--- config.mk ---
export PLATFORM = sky130hd
export DESIGN_NAME = pmem_arbiter_flat
export DESIGN_NICKNAME = d
export VERILOG_FILES = /design/src/rtl/pmem_arbiter_if.sv /design/src/rtl/pmem_arbiter.sv /design/src/flat_wrapper.sv
export SDC_FILE = /design/constraint.sdc
export NUM_CORES = 1
export LEC_CHECK = 0
export ABC_AREA = 0
export BUFFER_PORTS_ARGS = -buffer_cell sky130_fd_sc_hd__buf_2
export CAP_MARGIN = 20
export CORE_ASPECT_RATIO = 0.7
export CORE_MARGIN = 1
export CORE_UTILIZATION = 39
export DETAILED_ROUTE_END_ITERATION = 10
export PLACE_DENSITY = 0.77
export SLEW_MARGIN = 20
export SYNTH_ARGS = -nofsm -noshare
export SYNTH_HDL_FRONTEND = slang
export SYNTH_SLANG_ARGS = --single-unit
--- constraint.sdc ---
create_clock -name clock -period 1.41 [get_ports clock]
set_input_delay 0.282 -clock clock [delete_from_list [all_inputs] [get_ports clock]]
set_output_delay 0.282 -clock clock [all_outputs]
set_load 0.01 [all_outputs]
--- src/rtl/pmem_arbiter_if.sv ---
// Program-memory read-port bundle: fetch and load requesters, plus the memory address/data pair.
// The master side drives requests and the memory word; the slave side is the arbiter.
interface pmem_arbiter_if #(
   parameter int WORD_WIDTH = 16,
   parameter int ADDR_WIDTH = 12
);
   logic                  if_req;
   logic [ADDR_WIDTH-1:0] if_addr;
   logic                  if_flush;
   logic                  if_gnt;
   logic                  if_rvalid;
   logic [WORD_WIDTH-1:0] if_rdata;
   logic                  ld_req;
   logic [ADDR_WIDTH-1:0] ld_addr;
   logic                  ld_gnt;
   logic                  ld_rvalid;
   logic [WORD_WIDTH-1:0] ld_rdata;
   logic [ADDR_WIDTH-1:0] pmem_addr;
   logic [WORD_WIDTH-1:0] pmem_word;

   modport master (
      output if_req, if_addr, if_flush, ld_req, ld_addr, pmem_word,
      input  if_gnt, if_rvalid, if_rdata, ld_gnt, ld_rvalid, ld_rdata, pmem_addr
   );

   modport slave (
      input  if_req, if_addr, if_flush, ld_req, ld_addr, pmem_word,
      output if_gnt, if_rvalid, if_rdata, ld_gnt, ld_rvalid, ld_rdata, pmem_addr
   );
endinterface

--- src/rtl/pmem_arbiter.sv ---
// Fetch/load arbiter for the program-memory read port; grant is combinational, data returns 1 cycle later.
// No stall path: a denied requester holds its request, and a starving load is forced through after STARVE_LIMIT denials.
module pmem_arbiter #(
   parameter int WORD_WIDTH   = 16,
   parameter int ADDR_WIDTH   = 12,
   parameter int STARVE_LIMIT = 3
) (
   input logic           clock,
   input logic           reset,
   pmem_arbiter_if.slave bus
);
   typedef enum logic [1:0] {
      OWNER_NONE = 2'd0,
      OWNER_IF   = 2'd1,
      OWNER_LD   = 2'd2
   } owner_t;

   localparam logic [3:0] LIMIT = 4'(STARVE_LIMIT);

   owner_t                owner_q, owner_d;
   logic [3:0]            starve_cnt_q, starve_cnt_d;
   logic [ADDR_WIDTH-1:0] last_addr_q, last_addr_d;
   logic                  grant_if, grant_ld;
   logic                  if_rvalid, ld_rvalid;

   always_ff @(posedge clock) begin
      if (reset) begin
         owner_q      <= OWNER_NONE;
         starve_cnt_q <= 4'd0;
         last_addr_q  <= '0;
      end else begin
         owner_q      <= owner_d;
         starve_cnt_q <= starve_cnt_d;
         last_addr_q  <= last_addr_d;
      end
   end

   always_comb begin
      grant_if     = 1'b0;
      grant_ld     = 1'b0;
      owner_d      = OWNER_NONE;
      starve_cnt_d = starve_cnt_q;
      last_addr_d  = last_addr_q;
      // A flush frees the cycle, so a pending load takes it even without starvation.
      if (!reset) begin
         if (bus.ld_req && (starve_cnt_q == LIMIT || !bus.if_req || bus.if_flush)) begin
            grant_ld    = 1'b1;
            owner_d     = OWNER_LD;
            last_addr_d = bus.ld_addr;
         end else if (bus.if_req && !bus.if_flush) begin
            grant_if    = 1'b1;
            owner_d     = OWNER_IF;
            last_addr_d = bus.if_addr;
         end
      end
      if (grant_ld || !bus.ld_req) begin
         starve_cnt_d = 4'd0;
      end else if (starve_cnt_q < LIMIT) begin
         starve_cnt_d = starve_cnt_q + 4'd1;
      end
   end

   assign if_rvalid = !reset && (owner_q == OWNER_IF) && !bus.if_flush;
   assign ld_rvalid = !reset && (owner_q == OWNER_LD);

   // Holding last_addr while idle keeps the memory output stable.
   assign bus.pmem_addr = grant_ld ? bus.ld_addr : (grant_if ? bus.if_addr : last_addr_q);
   assign bus.if_gnt    = grant_if;
   assign bus.ld_gnt    = grant_ld;
   assign bus.if_rvalid = if_rvalid;
   assign bus.ld_rvalid = ld_rvalid;
   assign bus.if_rdata  = if_rvalid ? bus.pmem_word : '0;
   assign bus.ld_rdata  = ld_rvalid ? bus.pmem_word : '0;

   a_exclusive : assert property (@(posedge clock)
      !(grant_if && grant_ld) && !(if_rvalid && ld_rvalid));
endmodule

--- src/flat_wrapper.sv ---
// flat-port wrapper written by rule: the top's interface ports become plain ports
module pmem_arbiter_flat 
#(
   parameter int WORD_WIDTH   = 16,
   parameter int ADDR_WIDTH   = 12,
   parameter int STARVE_LIMIT = 3
)
  (clock, reset, bus_if_req, bus_if_addr, bus_if_flush, bus_ld_req, bus_ld_addr, bus_pmem_word, bus_if_gnt, bus_if_rvalid, bus_if_rdata, bus_ld_gnt, bus_ld_rvalid, bus_ld_rdata, bus_pmem_addr);
  pmem_arbiter_if #(.WORD_WIDTH(WORD_WIDTH), .ADDR_WIDTH(ADDR_WIDTH)) bus_i ();
  input logic clock;
  input logic reset;
  input wire logic [$bits(bus_i.if_req)-1:0] bus_if_req;
  input wire logic [$bits(bus_i.if_addr)-1:0] bus_if_addr;
  input wire logic [$bits(bus_i.if_flush)-1:0] bus_if_flush;
  input wire logic [$bits(bus_i.ld_req)-1:0] bus_ld_req;
  input wire logic [$bits(bus_i.ld_addr)-1:0] bus_ld_addr;
  input wire logic [$bits(bus_i.pmem_word)-1:0] bus_pmem_word;
  output wire logic [$bits(bus_i.if_gnt)-1:0] bus_if_gnt;
  output wire logic [$bits(bus_i.if_rvalid)-1:0] bus_if_rvalid;
  output wire logic [$bits(bus_i.if_rdata)-1:0] bus_if_rdata;
  output wire logic [$bits(bus_i.ld_gnt)-1:0] bus_ld_gnt;
  output wire logic [$bits(bus_i.ld_rvalid)-1:0] bus_ld_rvalid;
  output wire logic [$bits(bus_i.ld_rdata)-1:0] bus_ld_rdata;
  output wire logic [$bits(bus_i.pmem_addr)-1:0] bus_pmem_addr;
  assign bus_i.if_req = bus_if_req;
  assign bus_i.if_addr = bus_if_addr;
  assign bus_i.if_flush = bus_if_flush;
  assign bus_i.ld_req = bus_ld_req;
  assign bus_i.ld_addr = bus_ld_addr;
  assign bus_i.pmem_word = bus_pmem_word;
  assign bus_if_gnt = bus_i.if_gnt;
  assign bus_if_rvalid = bus_i.if_rvalid;
  assign bus_if_rdata = bus_i.if_rdata;
  assign bus_ld_gnt = bus_i.ld_gnt;
  assign bus_ld_rvalid = bus_i.ld_rvalid;
  assign bus_ld_rdata = bus_i.ld_rdata;
  assign bus_pmem_addr = bus_i.pmem_addr;
  pmem_arbiter #(.WORD_WIDTH(WORD_WIDTH), .ADDR_WIDTH(ADDR_WIDTH), .STARVE_LIMIT(STARVE_LIMIT)) u_core (.clock(clock), .reset(reset), .bus(bus_i));
endmodule
---- Word level (Yosys, flattened, before mapping) ----
Cells that the tools add are included.
storage, ports and cells
  flip-flop bits (word level) ............. 18
  logic and storage cells ................. 37
cells by class
  $lt $le $gt $ge ......................... 1
  add/subtract/negate cells ............... 1
  eq/ne operators ......................... 3
  multiplexer cells ....................... 13
  reduce and logical (&&, ||, !) cells .... 15
operator list
  cell                                                                           count
  12-bit two-way mux                                                             4
  16-bit two-way mux                                                             2
  1-bit two-way mux                                                              6
  1-bit logical AND                                                              5
  4-bit by 1-bit adder with 4-bit output (second input constant)                 1
  4-bit by 2-bit == test with 1-bit output (second input constant)               1
  1-bit zero test                                                                4
  4-bit by 2-bit less-than comparator with 1-bit output (second input constant)  1
  2-bit OR reduction                                                             2
  1-bit logical OR                                                               3
  2-bit by 1-bit == test with 1-bit output (second input constant)               1
  2-bit == test (second input constant)                                          1
  2-bit two-way mux                                                              1
  2-bit nonzero test                                                             1

---- Longest topological paths before layout ----
Gate-level depths: netlist of run 1.
  depth after elaboration ................. 8
  gate-level depth with buffers ........... 6

---- Worst setup path after synthesis of run 1 ----
OpenSTA, ideal clock, no wires.
  kind .................................... reg2out
  start ................................... register u_core.starve_cnt_q[0]
  end ..................................... output port bus_pmem_addr[10]
  slack ................................... -0.173 ns
  buffers on the path ..................... 1
  cell stages (with the launch flop) ...... 6
  data required time ...................... 1.128 ns
  arrival time ............................ 1.301 ns
  cell sequence ........................... dfxtp_1 -> ha_1 -> nor3b_4 -> buf_4 -> o211ai_1 -> o221ai_1
between the ends
  word-level cells in the longest chain between the ends .. 8
ends and longest elaborated chain
  item                                          RTL line            text
  from (decl)                                   pmem_arbiter.sv:21  logic [3:0] starve_cnt_q, starve_cnt_d;
  from (signal assigned)                        pmem_arbiter.sv:33  starve_cnt_q <= starve_cnt_d;
  4-bit by 2-bit == test with 1-bit output (*)  pmem_arbiter.sv:46  if (bus.ld_req && (starve_cnt_q == LIMIT || !bus.if_req || bus.if_flush)) begin
  1-bit logical OR (*) (2 in a row)             pmem_arbiter.sv:46
  1-bit logical AND (*)                         pmem_arbiter.sv:46
  1-bit two-way mux                             pmem_arbiter.sv:46
  1-bit two-way mux                             pmem_arbiter.sv:45  if (!reset) begin
  12-bit two-way mux                            pmem_arbiter.sv:67  assign bus.pmem_addr = grant_ld ? bus.ld_addr : (grant_if ? bus.if_addr : last_addr_q);
  12-bit two-way mux (*)                        pmem_arbiter.sv:67
  to (decl)                                     flat_wrapper.sv:24  output wire logic [$bits(bus_i.pmem_addr)-1:0] bus_pmem_addr;
Every way passes the cells marked *; elsewhere a longest branch is shown, timed or not.

---- Final worst setup path of run 1 ----
  start ................................... register u_core.starve_cnt_q[1]
  end ..................................... output port bus_pmem_addr[4]
Same word-level chain as after synthesis.

==> results.ini, run 1 <==
[drt]
vias_per_cell=5.72
drt-initial-drc-count=184
vias=2026
antenna_left=0
drc=0
avgRoutedWirePerCell_um=18.7
firstDrtPassIters=4
postRouteWirelength_mm=6.63

[sta]
tns_ns=-14.40
max-slew-margin-rel=0.632
fin_ws_ns=-0.537
rsz0062_at_grt=yes
final.setup_skew_ns=0.00321
worstMarginPinSlew_ns=0.548
setup_viol=57
finalHoldViolations=0
fin_crit_sh=1.38
hold_slack_ns=0.327
fmax_ghz=0.514
drv_slew=0
period_needed_ns=1.95

[run_status]
violations=negative setup slack
outcome=finished with violations

[logic_synthesis]
yosysMostFrequentCell=and2_1
yosys_warnings=0
synth_common_cells=and2_1, o211ai_1, dfxtp_1
netlist.area_leader.share=0.241
synth_cells=182
ys.flop_type=dfxtp_1
synthArstFlopShare=0
synth_area_mm2=0.00150
syn_avg_cell_area_um2=8.22
synth.area.top_cells=dfxtp_1, and2_1, o211ai_1
synth_top_area_cell=dfxtp_1
seq_area_frac_synth=0.241
syn_nets=228
synth-seq-cells=18
ys_types=27
synth_edf_count=0

[global_routing]
antenna_found_initial=0
grt_max_degree=29
grt_pass1_wl_mm=8.27
grt-ovfl-total=0
grt_util_all_layers=0.264
grt_pass1_vias=1818

[finish]
utilization=0.783
n_antenna_cell=0
multiInputGateArea_mm2=0.00115
layout.nets=352
fin_cells=354
area_growth_pct=88.6
fillerInstances=226
fin_area_mm2=0.00282
drive_gt1_frac=0.671
ff_latch_area_um2=368

[clocking]
cts_buffers=3
clk_pin_slew_worst_paths_ns=0.07
root_buffer=clkbuf_8
htreeDepth=1
tritoncts=done
clk_latency_ns=0.26
clk_path_buf_depth=2
holdBufCountCts=0
clock-sinks=18

[die]
num_rows=18
ioPinCount=93
die_w_um=76.0
chipHeight_um=53.8
die_area_mm2=0.00409
start_util=0.415
coreArea_mm2=0.00360

[setup_path]
end_kind=output pin
crit_arrival_ns=1.67
cp-start-kind=flip-flop
required_ns=1.13
critical_path_class=flip-flop to output pin
cp_max_fo=7

[job]
maxCapViolations=0

[placement]
dp_hpwl_mm=3.56
place_inst=340
dpl_cell_area_mm2=0.00230
port_buffers=92
gp_congestion=0.827

[power_and_ir_drop]
peakVddDrop_mv=0.355
p_leak_nw=1.25
p_per_area_mw_per_mm2=536

[hold_path]
hold_class=input pin to flip-flop

-- cells by family (layout without fill, tap and decap cells) --
| kind of cell | count (synthesis) | count (layout) | share of synthesized area |
|---|---|---|---|
| XOR/XNOR | 1 | 1 | 0.00586 |
| AO/OA/AOI/OAI | 50 | 50 | 0.268 |
| adder cells (fa/ha/maj) | 1 | 1 | 0.00837 |
| multiplexers | 1 | 1 | 0.00669 |
| flip-flops | 18 | 18 | 0.241 |
| AND/OR/NAND/NOR | 73 | 73 | 0.341 |
| buffers and inverters | 38 | 160 | 0.130 |
-- layer usage --
metal / routed length, um / global-route usage / vias to the layer above
li1: - / - / 934
met1: 2470 / 0.297 / 944
met2: 3470 / 0.503 / 128
met3: 480 / 0.0508 / 20
met4: 204 / 0.122 / 0
met5: 0 / 0 / -
-- critical path, stage by stage (launching register included) --
cell      delay (ns)
dfxtp_2         0.34
ha_4            0.16
nor3b_4         0.15
buf_6           0.15
o211ai_1        0.30
o221ai_2        0.15
buf_2           0.16
-- sequential cells by signal (all words and copies together) (netlist names) --
| register | cells |
|---|---|
| u_core.last_addr_q | 12 |
| u_core.owner_q | 2 |
| u_core.starve_cnt_q | 4 |
-- layout by cell type, fill, tap and decap left out, types with 9 or more instances in the layout --
cell       n
o211ai_1  24
nor3_1    13
dfxtp_1   14
buf_6     47
buf_4     31
and2_4    31
a311oi_1   9
nand4b_1  12
buf_2     60
inv_1     15
o221ai_2   9
-- power breakdown --
part	switching, mW	total (mW)	internal, mW
sequential	0.0199	0.561	0.541
clock	0.182	0.373	0.191
combinational	0.281	0.576	0.296
-- what timing repair did --
action                                  4_1_cts  5_1_grt
buffers inserted                              5        3
pin swaps                                    35       18
cloned                                        3        1
hold endpoints to repair                      0        0
resized for setup                            27       66
endpoints found under the setup margin       65       64
-- final cells by class --
class                      instances  area share
timing repair buffer             142       0.405
clock buffer                       3      0.0146
multi-input combinational        126       0.408
sequential                        18       0.130
inverter                          15      0.0200
tap                               50      0.0222
-- per-stage QoR --
step	power [mW]	worst slack, ns
finish	1.51	-0.537
global placement	1.05	-0.406
detailed placement	1.06	-0.461
CTS	1.46	-0.467
floorplan	0.834	-0.0477
global route	1.58	-0.581
-- final timing paths --
path,startpoint,to,slack [ns],cells after the start
worst max register to register,u_core.starve_cnt_q[1]$_SDFFE_PP0N_,u_core.starve_cnt_q[1]$_SDFFE_PP0N_,-0.14,5
worst min-delay path,bus_if_addr[6],u_core.last_addr_q[6]$_SDFFE_PP0P_,0.33,3
worst max-delay path,u_core.starve_cnt_q[1]$_SDFFE_PP0N_,bus_pmem_addr[4],-0.54,6
worst min register to register,u_core.starve_cnt_q[3]$_SDFFE_PP0N_,u_core.starve_cnt_q[3]$_SDFFE_PP0N_,0.56,2
Power figures use the tool's default switching activity.
==> run 2: changes to the inputs <==
--- a/config.mk
+++ b/config.mk
@@ -6,13 +6,14 @@
 export NUM_CORES = 1
 export LEC_CHECK = 0
 export ABC_AREA = 0
+export ABC_CLOCK_PERIOD_IN_PS = 2430
 export BUFFER_PORTS_ARGS = -buffer_cell sky130_fd_sc_hd__buf_2
 export CAP_MARGIN = 20
 export CORE_ASPECT_RATIO = 0.7
 export CORE_MARGIN = 1
-export CORE_UTILIZATION = 39
+export CORE_UTILIZATION = 45
 export DETAILED_ROUTE_END_ITERATION = 10
-export PLACE_DENSITY = 0.77
+export PLACE_DENSITY = 0.84
 export SLEW_MARGIN = 20
 export SYNTH_ARGS = -nofsm -noshare
 export SYNTH_HDL_FRONTEND = slang
==> constraint.sdc (replaced) <==
create_clock -name clock -period 2.43 [get_ports clock]
set_input_delay 0.486 -clock clock [delete_from_list [all_inputs] [get_ports clock]]
set_output_delay 0.486 -clock clock [all_outputs]
set_load 0.01 [all_outputs]
==> run 2 against run 1 <==
The run now ends clean. Routed wire length fell by 34%. Non-clock buffer count is 38 lower. Highest routed layer unchanged. Critical path depth unchanged. Global-route usage fell by 2.4 points. Critical endpoint unchanged.
==> results.ini, run 2 (synthesized netlist as in run 1, its figures left out) <==
[global_routing]
antenna_found_initial=0
grt_max_degree=37
grt-ovfl-total=0
grt_util_all_layers=0.240
grt_pass1_vias=1509
grt_pass1_wl_mm=6.61

[finish]
mostFrequentLayoutCell=buf_2
fin_area_mm2=0.00202
ff_latch_area_um2=360
fin_cells=304
utilization=0.643
layout_common_cells=buf_2, and2_1, o211ai_1, dfxtp_1, inv_1
fillerInstances=290
n_antenna_cell=0
multiInputGateArea_um2=943
drive_gt1_frac=0.425
largest_reg_flops=12
regMostFlops=u_core.last_addr_q
layout.nets=314
area_growth_pct=35.4
reg_top3=u_core.last_addr_q: 12 flops, u_core.starve_cnt_q: 4 flops, u_core.owner_q: 2 flops

[clocking]
tritoncts=done
clk_latency_ns=0.26
clock-sinks=18
root_buffer=clkbuf_8
cts_resized=0
clk_path_buf_depth=2
cts_buffers=3
htreeDepth=1
holdBufCountCts=0
clk_pin_slew_worst_paths_ns=0.07

[power_and_ir_drop]
switching_share=0.307
p_sw_mw=0.236
comb_power_share=0.299
fin_total_pwr_mw=0.770
p_seq_frac=0.422
p_leak_nw=0.954
p_per_area_mw_per_mm2=380
p_clk_frac=0.278
peakVddDrop_mv=0.169
p_int_mw=0.534

[setup_path]
required_ns=1.94
critical_path_class=flip-flop to output pin
cp_max_fo=14
cp-start-kind=flip-flop
end_kind=output pin
crit_arrival_ns=1.75

[placement]
dpl_cell_area_mm2=0.00196
preCtsSetupSlack_ns=0.342
port_buffers=92
place_inst=300
gp_congestion=0.831
dp_hpwl_mm=3.17

[sta]
drv_slew=0
fmax_ghz=0.448
max-slew-margin-rel=0.706
finalHoldViolations=0
final.setup_skew_ns=0.00135
setup_viol=0
hold_slack_ns=0.521
fin_crit_sh=0.919
rsz0062_at_grt=no
period_needed_ns=2.23
worstMarginPinSlew_ns=0.440
tns_ns=0
fin_ws_ns=0.198

[die]
start_util=0.475
die_w_um=70.9
die_area_mm2=0.00356
num_rows=17
ioPinCount=93
coreArea_mm2=0.00315
chipHeight_um=50.2

[drt]
avgRoutedWirePerCell_um=14.4
firstDrtPassIters=6
vias_per_cell=5.70
antenna_left=0
drc=0
postRouteWirelength_mm=4.37
drt-initial-drc-count=152
vias=1734

[job]
maxCapViolations=0

[hold_path]
hold_class=flip-flop to flip-flop

[run_status]
outcome=completed

-- run 2: changes by cell type in the layout (fill, tap and decap cells not counted), moves of 21 or more --
cell and delta:
buf_6 -47, buf_2 +32, and2_1 +31, and2_4 -31, buf_4 -21
-- run 2: worst max-delay path, stage by stage (launching register included) --
cell	delay [ns]
dfxtp_1	0.35
ha_1	0.21
nor3b_4	0.24
buf_12	0.16
o211ai_1	0.13
o221ai_1	0.22
buf_2	0.18
-- run 2: path summary, 6_finish.rpt --
path,from,to,depth (start not counted),slack (ns)
hold / removal,u_core.starve_cnt_q[2]$_SDFFE_PP0N_,u_core.starve_cnt_q[2]$_SDFFE_PP0N_,2,0.52
setup reg to reg,u_core.starve_cnt_q[0]$_SDFFE_PP0N_,u_core.starve_cnt_q[0]$_SDFFE_PP0N_,5,0.93
setup / recovery,u_core.starve_cnt_q[0]$_SDFFE_PP0N_,bus_pmem_addr[4],6,0.20
hold reg to reg,u_core.starve_cnt_q[2]$_SDFFE_PP0N_,u_core.starve_cnt_q[2]$_SDFFE_PP0N_,2,0.52
-- run 2: layout make-up --
class | count | share of cell area
Clock buffer | 3 | 0.0204
Multi-Input combinational cell | 126 | 0.466
Timing Repair Buffer | 104 | 0.284
Inverter | 15 | 0.0278
Tap cell | 38 | 0.0235
Sequential cell | 18 | 0.178
-- run 2: power groups by stage --
stage                     Clock (mW)  Sequential [mW]  Combinational [mW]
after floorplan                    0            0.329               0.138
after CTS                      0.219            0.325               0.230
after global placement             0            0.330               0.225
after global routing           0.226            0.327               0.251
after detailed placement           0            0.331               0.229
final                          0.214            0.325               0.231
-- run 2: per-layer routing --
layer,vias up,part of all wire,global-route usage
li1,855,-,-
met1,784,0.43,0.271
met2,88,0.48,0.439
met3,7,0.075,0.0502
met4,0,0.018,0.107
met5,-,0,0
-- run 2: timing repair --
item | 4_1_cts | 5_1_grt
setup endpoints to repair | 0 | 13
hold endpoints to repair | 0 | 0
setup buffers | 0 | 1
==> run 3: changes to the inputs <==
--- a/config.mk
+++ b/config.mk
@@ -7,7 +7,7 @@
 export LEC_CHECK = 0
 export ABC_AREA = 0
 export ABC_CLOCK_PERIOD_IN_PS = 2430
-export BUFFER_PORTS_ARGS = -buffer_cell sky130_fd_sc_hd__buf_2
+export BUFFER_PORTS_ARGS = -buffer_cell sky130_fd_sc_hd__buf_4
 export CAP_MARGIN = 20
 export CORE_ASPECT_RATIO = 0.7
 export CORE_MARGIN = 1
==> run 3 against run 2 <==
Sequential cell count unchanged. Hold slack got worse by 0.0099 ns. Worst setup slack got worse by 0.010 ns. Critical path depth unchanged. Fmax decreased by 0.45%. Global-route usage increased by 1.5 points. Power increased by 9.5%.
==> results.ini, run 3 (synthesized netlist as in run 1, its figures left out) <==
[run_status]
outcome=completed

[sta]
final.setup_skew_ns=0.00240
fin_crit_sh=0.923
drv_slew=0
worstMarginPinSlew_ns=0.462
finalHoldViolations=0
setup_viol=0
max-slew-margin-rel=0.691
hold_slack_ns=0.511
tns_ns=0
fmax_ghz=0.446
period_needed_ns=2.24
rsz0062_at_grt=no

[setup_path]
cpPeakStageDelay_ns=0.35
cp_max_fo=11
end_kind=output pin
crit_arrival_ns=1.76
cp_cell_sequence=ha_1 > nand4bb_2 > buf_4 > nand4b_1 > o221ai_1 > buf_4
worstReg2RegStart=u_core.starve_cnt_q[0]$_SDFFE_PP0N_
critical_path_class=flip-flop to output pin
path_delay_family=buffers and inverters
r2r_setup_slack_ns=0.89
rr_endpoint=u_core.starve_cnt_q[1]$_SDFFE_PP0N_
reg2reg_depth=5
cp-start-kind=flip-flop
required_ns=1.94
path_common_cell=buf_4
critPathBufInv=2
crit_slowest_cell=dfxtp_1

[drt]
avgRoutedWirePerCell_um=14.9
firstDrtPassIters=6
vias_per_cell=5.72
drc=0
drt-initial-drc-count=133
postRouteWirelength_mm=4.56
antenna_left=0
vias=1745

[job]
maxCapViolations=0

[clocking]
root_buffer=clkbuf_8
cts_buffers=3
clk_pin_slew_worst_paths_ns=0.07
clk_latency_ns=0.26
clk_path_buf_depth=2
tritoncts=done
holdBufCountCts=0
clock-sinks=18
htreeDepth=1

[finish]
n_antenna_cell=0
layout_common_cells=buf_4, and2_1, o211ai_1, dfxtp_1, inv_1
mostFrequentLayoutCell=buf_4
layout.nets=314
fillerInstances=262
regMostFlops=u_core.last_addr_q
largest_reg_flops=12
drive_gt1_frac=0.431
reg_top3=u_core.last_addr_q: 12 flops, u_core.starve_cnt_q: 4 flops, u_core.owner_q: 2 flops
area_growth_pct=51.2
multiInputGateArea_um2=948
ff_latch_area_um2=360

[die]
start_util=0.475
chipHeight_um=50.2
die_w_um=70.9
ioPinCount=93
num_rows=17
coreArea_mm2=0.00315
die_area_mm2=0.00356

[global_routing]
grt_util_all_layers=0.254
antenna_found_initial=0
grt_pass1_vias=1646
grt_pass1_wl_mm=7.35
grt-ovfl-total=0
grt_max_degree=45

[hold_path]
hold_depth=2
hp-start=u_core.starve_cnt_q[2]$_SDFFE_PP0N_
hold_class=flip-flop to flip-flop
min_to=u_core.starve_cnt_q[2]$_SDFFE_PP0N_

[placement]
port_buffers=92
dp_hpwl_mm=3.32
gp_congestion=0.764

[power_and_ir_drop]
p_per_area_mw_per_mm2=373
peakVddDrop_mv=0.224
p_leak_nw=1.00

-- run 3: cell types whose count changed in the layout (fill, tap and decap cells not counted) --
cell,delta
nand4bb_2,+1
buf_4,+93
buf_12,-1
buf_2,-92
nand4bb_1,-1
clkbuf_8,+1
-- run 3: worst max path at each step --
stage / start / end / slack (ns) / depth (start not counted)
finish: u_core.starve_cnt_q[0]$_SDFFE_PP0N_ / bus_pmem_addr[2] / 0.19 / 6
detailed placement: bus_ld_req / bus_pmem_addr[2] / 0.28 / 6
CTS: u_core.starve_cnt_q[0]$_SDFFE_PP0N_ / bus_pmem_addr[2] / 0.11 / 6
global placement: u_core.starve_cnt_q[0]$_SDFFE_PP0N_ / bus_pmem_addr[2] / 0.29 / 5
floorplan: reset / bus_if_rdata[10] / 0.56 / 4
global route: u_core.starve_cnt_q[0]$_SDFFE_PP0N_ / bus_pmem_addr[3] / 0.07 / 6
-- run 3: tightest hold or removal path, cell delays in order, from the launching register on --
cell	delay (ns)
dfxtp_1	0.37
inv_1	0.07
nor2_1	0.04
-- run 3: through the flow --
| step | cells | utilization | worst slack (ns) | cell area [um2] | total power [mW] |
|---|---|---|---|---|---|
| 6_report | 305 | 0.718 | 0.187 | 2260 | 0.843 |
| 5_1_grt | 305 | 0.718 | 0.0710 | 2260 | 0.882 |
| 4_1_cts | 305 | 0.717 | 0.108 | 2260 | 0.845 |
| 3_5_place_dp | 299 | 0.694 | 0.277 | 2190 | 0.598 |
| 3_3_place_gp | 299 | 0.694 | 0.294 | 2190 | 0.593 |
| 2_1_floorplan | 182 | - | 0.560 | 1500 | 0.467 |
-- run 3: cell type report --
type	instances	area share
clock buffer	4	0.0243
inverter	15	0.0249
multi-input combinational	126	0.419
sequential	18	0.159
tap	38	0.0210
timing repair buffer	104	0.351
-- run 3: metal layers --
layer	up-vias	wire [um]	global-route usage
li1	853	-	-
met1	815	1920	0.316
met2	73	2300	0.460
met3	4	295	0.0422
met4	0	33	0.0633
met5	-	0	0
-- run 3: repair_timing --
action | in CTS | in global routing
endpoints found under the setup margin | 1 | 6
gates resized for setup | 0 | 1
buffers inserted | 2 | 0
-- run 3: where the power goes --
| group | total [mW] | switching, mW | internal [mW] |
|---|---|---|---|
| Combinational | 0.267 | 0.124 | 0.144 |
| Sequential | 0.325 | 0.0106 | 0.314 |
| Clock | 0.251 | 0.107 | 0.144 |
| Total | 0.843 | 0.241 | 0.602 |
